### config.mk
export PLATFORM = sky130hd
export DESIGN_NAME = mem_arb
export DESIGN_NICKNAME = d
export VERILOG_FILES = /design/src/rtl/mem_arb_pkg.sv /design/src/rtl/mem_arb_pick.sv /design/src/rtl/mem_arb.sv
export SDC_FILE = /design/constraint.sdc
export NUM_CORES = 1
export LEC_CHECK = 0
export CORE_MARGIN = 4
export CORE_UTILIZATION = 40
export DETAILED_ROUTE_END_ITERATION = 7
export GPL_ROUTABILITY_DRIVEN = 0
export PLACE_DENSITY = 0.79
export SLEW_MARGIN = 25
export SYNTH_ARGS = -nofsm -noshare
export SYNTH_HDL_FRONTEND = slang
export SYNTH_SLANG_ARGS = --single-unit
### constraint.sdc
create_clock -name clk -period 5.3 [get_ports clk]
set_clock_uncertainty 0.1 [all_clocks]
set_input_delay 1.06 -clock clk [delete_from_list [all_inputs] [get_ports clk]]
set_output_delay 1.06 -clock clk [all_outputs]
set_load 0.01 [all_outputs]
### src/rtl/mem_arb_pkg.sv
// Shared types and constants for the two-port memory arbiter.
// Round-robin arbitration is enabled by defining MEM_ARB_RR_EN.
package mem_arb_pkg;

    localparam int unsigned ADDR_W = 32;
    localparam int unsigned DATA_W = 32;
    localparam int unsigned BE_W   = 4;
    localparam int unsigned WAIT_W = 8;

    typedef enum logic [1:0] {
        IDLE   = 2'd0,
        ACCESS = 2'd1,
        RESP   = 2'd2
    } state_e;

    typedef enum logic {
        OWN_IF = 1'b0,
        OWN_LS = 1'b1
    } owner_e;

    localparam logic [WAIT_W-1:0] TIMEOUT_MAX = 8'd255;
    localparam logic [BE_W-1:0]   BE_ALL      = 4'hF;

    // Command presented on the mem_* outputs for the granted transaction
    typedef struct packed {
        logic              we;
        logic [ADDR_W-1:0] addr;
        logic [DATA_W-1:0] wdata;
        logic [BE_W-1:0]   be;
    } mem_cmd_t;

endpackage

### src/rtl/mem_arb_pick.sv
// Grant selection: a lone request wins; on contention the requester
// that was not granted last wins.
module mem_arb_pick
    import mem_arb_pkg::*;
(
    input  logic   if_req,
    input  logic   ls_req,
    input  owner_e last_own,
    output owner_e owner
);

    always_comb begin
        owner = OWN_LS;
        if (if_req && ls_req) begin
            owner = (last_own == OWN_IF) ? OWN_LS : OWN_IF;
        end else if (if_req) begin
            owner = OWN_IF;
        end
    end

endmodule

### src/rtl/mem_arb.sv
// Arbiter sharing one memory port between fetch and load/store requesters.
// Define MEM_ARB_RR_EN for round-robin arbitration; default is ls priority.
module mem_arb
    import mem_arb_pkg::*;
(
    input  logic              clk,
    input  logic              rst_n,
    input  logic              if_req,
    input  logic [ADDR_W-1:0] if_addr,
    input  logic              ls_req,
    input  logic              ls_we,
    input  logic [ADDR_W-1:0] ls_addr,
    input  logic [DATA_W-1:0] ls_wdata,
    input  logic [BE_W-1:0]   ls_be,
    output logic              mem_en,
    output logic              mem_we,
    output logic [ADDR_W-1:0] mem_addr,
    output logic [DATA_W-1:0] mem_wdata,
    output logic [BE_W-1:0]   mem_be,
    input  logic [DATA_W-1:0] mem_rdata,
    input  logic              mem_rdy,
    output logic [DATA_W-1:0] rdata,
    output logic              if_done,
    output logic              ls_done,
    output logic              busy,
    output logic              err
);

    state_e              state_q, state_d;
    owner_e              owner_q, owner_d;
    mem_cmd_t            cmd_q, cmd_d;
    logic                mem_en_q, mem_en_d;
    logic [DATA_W-1:0]   rdata_q, rdata_d;
    logic                if_done_q, if_done_d;
    logic                ls_done_q, ls_done_d;
    logic                busy_q, busy_d;
    logic                err_q, err_d;
    logic [WAIT_W-1:0]   wait_q, wait_d;
    owner_e              last_own_c;
    owner_e              pick_own_c;

`ifdef MEM_ARB_RR_EN
    owner_e              last_q, last_d;

    // Last-owner pointer; reset value makes fetch the next contended winner
    always_ff @(posedge clk or negedge rst_n) begin
        if (!rst_n) begin
            last_q <= OWN_LS;
        end else begin
            last_q <= last_d;
        end
    end

    always_comb begin
        last_d = last_q;
        if (state_q == IDLE && (if_req || ls_req)) begin
            last_d = pick_own_c;
        end
    end

    assign last_own_c = last_q;
`else
    // A permanent "fetch went last" makes the picker favour ls on contention
    assign last_own_c = OWN_IF;
`endif

    mem_arb_pick u_pick (
        .if_req   (if_req),
        .ls_req   (ls_req),
        .last_own (last_own_c),
        .owner    (pick_own_c)
    );

    always_ff @(posedge clk or negedge rst_n) begin
        if (!rst_n) begin
            state_q   <= IDLE;
            owner_q   <= OWN_IF;
            cmd_q     <= '0;
            mem_en_q  <= 1'b0;
            rdata_q   <= '0;
            if_done_q <= 1'b0;
            ls_done_q <= 1'b0;
            busy_q    <= 1'b0;
            err_q     <= 1'b0;
            wait_q    <= '0;
        end else begin
            state_q   <= state_d;
            owner_q   <= owner_d;
            cmd_q     <= cmd_d;
            mem_en_q  <= mem_en_d;
            rdata_q   <= rdata_d;
            if_done_q <= if_done_d;
            ls_done_q <= ls_done_d;
            busy_q    <= busy_d;
            err_q     <= err_d;
            wait_q    <= wait_d;
        end
    end

    always_comb begin
        state_d   = state_q;
        owner_d   = owner_q;
        cmd_d     = cmd_q;
        mem_en_d  = mem_en_q;
        rdata_d   = rdata_q;
        if_done_d = 1'b0;
        ls_done_d = 1'b0;
        err_d     = err_q;
        wait_d    = wait_q;

        case (state_q)
            IDLE: begin
                if (if_req || ls_req) begin
                    state_d  = ACCESS;
                    owner_d  = pick_own_c;
                    mem_en_d = 1'b1;
                    wait_d   = '0;
                    if (pick_own_c == OWN_LS) begin
                        cmd_d.we    = ls_we;
                        cmd_d.addr  = ls_addr;
                        cmd_d.wdata = ls_wdata;
                        cmd_d.be    = ls_we ? ls_be : BE_ALL;
                    end else begin
                        cmd_d.we    = 1'b0;
                        cmd_d.addr  = if_addr;
                        cmd_d.wdata = '0;
                        cmd_d.be    = BE_ALL;
                    end
                end
            end

            ACCESS: begin
                if (mem_rdy) begin
                    state_d   = RESP;
                    mem_en_d  = 1'b0;
                    if_done_d = (owner_q == OWN_IF);
                    ls_done_d = (owner_q == OWN_LS);
                    if (!cmd_q.we) begin
                        rdata_d = mem_rdata;
                    end
                end else begin
                    wait_d = wait_q + WAIT_W'(1);
                    // The 255th stalled cycle aborts the access with zero data
                    if (wait_d == TIMEOUT_MAX) begin
                        state_d   = RESP;
                        mem_en_d  = 1'b0;
                        err_d     = 1'b1;
                        rdata_d   = '0;
                        if_done_d = (owner_q == OWN_IF);
                        ls_done_d = (owner_q == OWN_LS);
                    end
                end
            end

            RESP: begin
                state_d = IDLE;
            end

            default: begin
                state_d  = IDLE;
                mem_en_d = 1'b0;
            end
        endcase

        busy_d = (state_d != IDLE);
    end

    assign mem_en    = mem_en_q;
    assign mem_we    = cmd_q.we;
    assign mem_addr  = cmd_q.addr;
    assign mem_wdata = cmd_q.wdata;
    assign mem_be    = cmd_q.be;
    assign rdata     = rdata_q;
    assign if_done   = if_done_q;
    assign ls_done   = ls_done_q;
    assign busy      = busy_q;
    assign err       = err_q;

endmodule

==> results.txt, run 1 <==
CP Capture Type - flip-flop
Least-Margin Pin Slew - 0.775 ns
crit path launch - mem_rdy
crit share post-route - 49.6%
FP Rows - 40
post-synthesis mux area share - 6.44%
Slew headroom - 48.2%
Antenna Violating Nets Remaining - 0
register area - 2930 um^2
Synth Register Bits - 117
YS warnings - 0
Clk Latency, worst-skew pair - 0.41 ns
biggest area consumer among synthesized cells - dfrtp_1
Synth Area in Compound Gates - 24.4%
critical-path maximum fanout - 32
largest family of logic cells by synthesized area - compound AO/OA/AOI/OAI gates
Final setup viols - 0
area growth from synthesis to layout - 64.6%
most frequent cell after synthesis - dfrtp_1
die width - 120 um
global-route wire length before repair - 25400 um
Crit path max-delay family - simple AND/OR/NAND/NOR gates
Worst path max stage delay - 0.65 ns
Cell variety after synth - 32
worst r2r src - wait_q[1]
P_leak - 3.54 nW
core footprint - 12100 um^2
clock period minus worst slack - 2.63 ns
Multi-input gate area - 1910 um^2
largest net degree at the start of global routing - 84
global route overflow - 0
CP Buf/Inv Count - 1
crit start category - input port
Cells after Synth - 426
vias in the first global route - 4823
Root Buffer - clkbuf_16
Hold Path Origin - mem_addr[28]
Vias - 4429
Synth Area per Inst - 11.7 um^2
Synth top area share - 58.8%
# Post-CTS Setup Buffers - 0
Detail Placement HPWL - 11300 um
hold buffers post-CTS - 0
Setup TNS Final - 0 ns
dpl ws - 1.99 ns
most frequent cells after synthesis - dfrtp_1 (117), a22o_1 (64), nand2_1 (45)
cts repair resizes - 0
Max Cap Viol - 0
Worst Slack Setup Final - 2.67 ns
Synth Area in XOR/XNOR - 0%
Hold Path Class - reg2reg
H-tree levels - 4
Post-synth EDFFs - 0
Synth Area in Adders - 0.503%
Vias/cell - 5.25
Die Span Y - 120 um
Clock Tree Buf Depth - 2
top post-synthesis cells by area - dfrtp_1 (59%), a22o_1 (11%), mux2i_1 (6.4%)
CP Class - in2reg
Clock Pin Slew Worst Setup and Hold Paths - 0.05 ns
post-synthesis simple-gate area fraction - 6.56%
post-synthesis sequential area ratio - 58.8%
die area - 14300 um^2
Detailed Route WL - 15800 um
initial antenna violation count - 0
total track usage - 22.8%
total CTS buffers - 17
CP arrival - 2.88 ns
Routed WL per cell - 18.7 um
share of layout cells above drive strength 1 - 6.07%
DRC Markers - 0
final core utilization - 67.6%
Power, Total - 4.78 mW
nets - 803
filler cell count - 928
initial core utilization - 41.1%
clock sinks - 117
worst path cell trace - clkdlybuf4s50_1, nand2b_1, nor2_4, a22o_1, a21o_1
Fin. Hold Viols - 0
post-synthesis async set-or-reset flop share - 100%
Max Slew Vio Count - 0
CTS tree - done
Worst VDD drop - 388 uV
Highest Clock Rate - 381 MHz
mapped cell area - 4980 um^2
Boundary Pins - 244
RSZ-0062 raised after global routing - no
DRT Pass-1 Iters - 4
Port Buffers - 243
ANT cells - 0
pwr/cell area - 583 nW/um^2
CP max-delay cell - clkdlybuf4s50_1
DRT iter0 DRCs - 300
status - finished clean
Top FF cell, synth - dfrtp_1
syn_nets - 566
Critical Path RT - 5.55 ns
area by class of cell:
| cell class | count | share of cell area (%) |
|---|---|---|
| Clock inverter | 8 | 1.50 |
| Inverter | 4 | 0.183 |
| Tap cell | 168 | 2.57 |
| Clock buffer | 23 | 5.96 |
| Sequential cell | 117 | 35.7 |
| Multi-Input combinational cell | 273 | 23.3 |
| Timing Repair Buffer | 250 | 30.7 |
metal layers:
layer / vias to the layer above / share of wire, % / track usage (%)
li1: 2039 / - / -
met1: 2184 / 37 / 24.8
met2: 171 / 52 / 39.6
met3: 35 / 7.1 / 7.92
met4: 0 / 3.7 / 11.0
met5: - / 0 / 0
stage by stage:
| stage | cell area, um^2 | cells | hold slack (ns) |
|---|---|---|---|
| final | 8190 | 843 | 0.375 |
| after global routing | 8190 | 843 | 0.400 |
| after CTS | 8160 | 842 | 0.381 |
| after detailed placement | 7550 | 811 | 0.369 |
| after global placement | 7530 | 810 | 0.348 |
| after floorplan | 4980 | 426 | 0.355 |
worst paths after layout:
path	endpoint	cells past startpoint	slack [ns]
max	rdata[27]	5	2.67
min	mem_addr[28]	2	0.37
max reg2reg	rdata[7]	6	3.13
min reg2reg	mem_addr[28]	2	0.37
max in group asynchronous	mem_addr[30]	2	3.52
min in group asynchronous	mem_wdata[18]	1	0.56
cell usage in the layout (no fill, tap or decap), types with 3 or more instances in the layout:
| cell | count |
|---|---|
| dfrtp_1 | 117 |
| a22o_1 | 64 |
| inv_1 | 4 |
| nand3_1 | 3 |
| nand2_1 | 45 |
| buf_4 | 5 |
| o22a_1 | 4 |
| mux2i_1 | 32 |
| clkbuf_8 | 4 |
| nor2_1 | 9 |
| clkinv_2 | 3 |
| a21oi_1 | 7 |
| nand2b_1 | 6 |
| o21ai_0 | 40 |
| clkbuf_16 | 17 |
| a31oi_1 | 4 |
| bufinv_16 | 3 |
| clkdlybuf4s50_1 | 242 |
| a21o_1 | 35 |
worst reg2reg max path: cells and delay by family, from the launching register on:
family                   cells  cell delay [ns]
adder cells (fa/ha/maj)      1             0.26
AND/OR/NAND/NOR              1             0.18
AO/OA/AOI/OAI                4             1.03
flip-flops                   1             0.47
state kept, by name, summed over array words and instances (netlist names):
signal	count
err	1
mem_addr	32
mem_we	1
state_q	2
mem_be	4
wait_q	8
mem_wdata	32
ls_done	1
rdata	32
if_done	1
owner_q	1
busy	1
mem_en	1
where the power goes:
group | switching [mW] | total [mW] | internal (mW)
sequential | 0.257 | 1.54 | 1.29
combinational | 0.908 | 2.07 | 1.16
clock | 0.384 | 1.17 | 0.785
logic make-up after synthesis:
logic type / Yosys count
buffers and inverters: 36
adder cells (fa/ha/maj): 2
AND/OR/NAND/NOR: 74
multiplexers: 32
flip-flops: 117
AO/OA/AOI/OAI: 165
(Power assumes the default switching activity.)
==> inputs of run 2 (changes only) <==
- CORE_UTILIZATION: 40 -> 37
- PLACE_DENSITY: 0.79 -> 0.77
- clock period: 5.3 -> 2.26 ns (I/O delays scaled with it)
==> results.txt, run 2 (same netlist as run 1, synthesis figures left out) <==
status - finished clean
FP Rows - 42
Antenna Violating Nets Remaining - 0
Vias - 4318
initial core utilization - 37.7%
crit share post-route - 94.5%
dpl ws - 0.146 ns
Final setup viols - 0
largest net degree at the start of global routing - 69
area growth from synthesis to layout - 67.4%
pwr/cell area - 1370 nW/um^2
filler cell count - 1014
DRT Pass-1 Iters - 4
ANT cells - 0
hold slack final - 0.360 ns
Setup TNS Final - 0 ns
CP Class - reg2reg
Critical Path RT - 2.45 ns
vias in the first global route - 4433
die area - 15400 um^2
DRT iter0 DRCs - 222
Post-Place Cells - 826
H-tree levels - 4
Root Buffer - clkbuf_16
Least-Margin Pin Slew - 0.477 ns
Detail Placement HPWL - 10800 um
# Post-CTS Setup Buffers - 0
CP Capture Type - flip-flop
P_leak - 3.59 nW
Clock Tree Buf Depth - 2
core footprint - 13200 um^2
nets - 810
Worst VDD drop - 810 uV
initial antenna violation count - 0
global-route wire length before repair - 22500 um
Port Buffers - 243
DRC Markers - 0
Vias/cell - 5.03
Clock Pin Slew Worst Setup and Hold Paths - 0.05 ns
Boundary Pins - 244
Max Cap Viol - 0
Clk Latency, worst-skew pair - 0.40 ns
share of layout cells above drive strength 1 - 7.32%
Layout Cells excl Fill - 859
Max Slew Vio Count - 0
Slew headroom - 68.2%
crit start category - flip-flop
global route overflow - 0
critical-path maximum fanout - 32
die width - 124 um
clock sinks - 117
Power, Total - 11.4 mW
clock period minus worst slack - 2.13 ns
RSZ-0062 raised after global routing - no
Highest Clock Rate - 468 MHz
Fin. Hold Viols - 0
total track usage - 19.0%
Routed WL per cell - 17.0 um
Worst Slack Setup Final - 0.125 ns
Die Span Y - 124 um
Detailed Route WL - 14600 um
most common cell after layout, fill and taps aside - clkdlybuf4s50_1
CTS tree - done
CP arrival - 2.33 ns
most frequent cells in the layout - clkdlybuf4s50_1 (242), dfrtp_1 (117), a22o_1 (64)
Hold Path Class - reg2reg
total CTS buffers - 17
## run 2: changes by cell type in the layout (fill, tap and decap cells not counted), sizes merged
cell	delta
buf	+6
dlygate4sd3	+1
clkinv	-3
clkinvlp	+3
clkbuf	-2
inv	+1
bufinv	+2
## run 2: per-layer routing
layer / routed length (um) / share of wire [%] / GRT usage (%) / up-vias
li1: - / - / - / 2046
met1: 5880 / 40 / 22.7 / 2110
met2: 7570 / 52 / 32.0 / 143
met3: 915 / 6.3 / 6.36 / 19
met4: 253 / 1.7 / 6.91 / 0
met5: 0 / 0 / 0 / -
## run 2: worst paths after layout
check                           from          end  slack (ns)  cells after the start
max                        wait_q[1]    rdata[21]        0.13                      6
min                              err          err        0.36                      1
max reg2reg                wait_q[1]    rdata[21]        0.13                      6
min reg2reg                      err          err        0.36                      1
max in group asynchronous      rst_n  mem_addr[5]        0.93                      3
min in group asynchronous      rst_n     rdata[7]        0.45                      2
## run 2: report_power, final
part | switching (mW) | internal [mW]
registers | 0.604 | 3.02
logic | 2.05 | 2.76
clock network | 0.919 | 2.08
## run 2: worst max-delay path, cell delays in order (launching register included)
cell and delay [ns]:
dfrtp_1 0.45, ha_1 0.25, nand3_1 0.16, o22ai_1 0.18
a31oi_1 0.11, o31a_4 0.51, a21o_1 0.24
## run 2: cell type report
class                           count  area, um^2  area share (%)
Tap cell                          176         220            2.64
Sequential cell                   117        2930            35.1
Clock buffer                       21         480            5.77
Multi-Input combinational cell    273        1910            22.9
Inverter                            4        15.0           0.180
Clock inverter                     11         195            2.34
Timing Repair Buffer              257        2590            31.1
## run 2: repair_timing
action                                  CTS  global route
endpoints found under the setup margin    0            16
hold buffers                              1             0
hold endpoints to repair                 35             0
gates resized for setup                   0             1
## run 2: through the flow
step	area (um^2)	util (%)
after CTS	8330	63.2
after global routing	8330	63.2
after global placement	7650	58.0
after floorplan	4980	-
after detailed placement	7650	58.0
final	8330	63.2
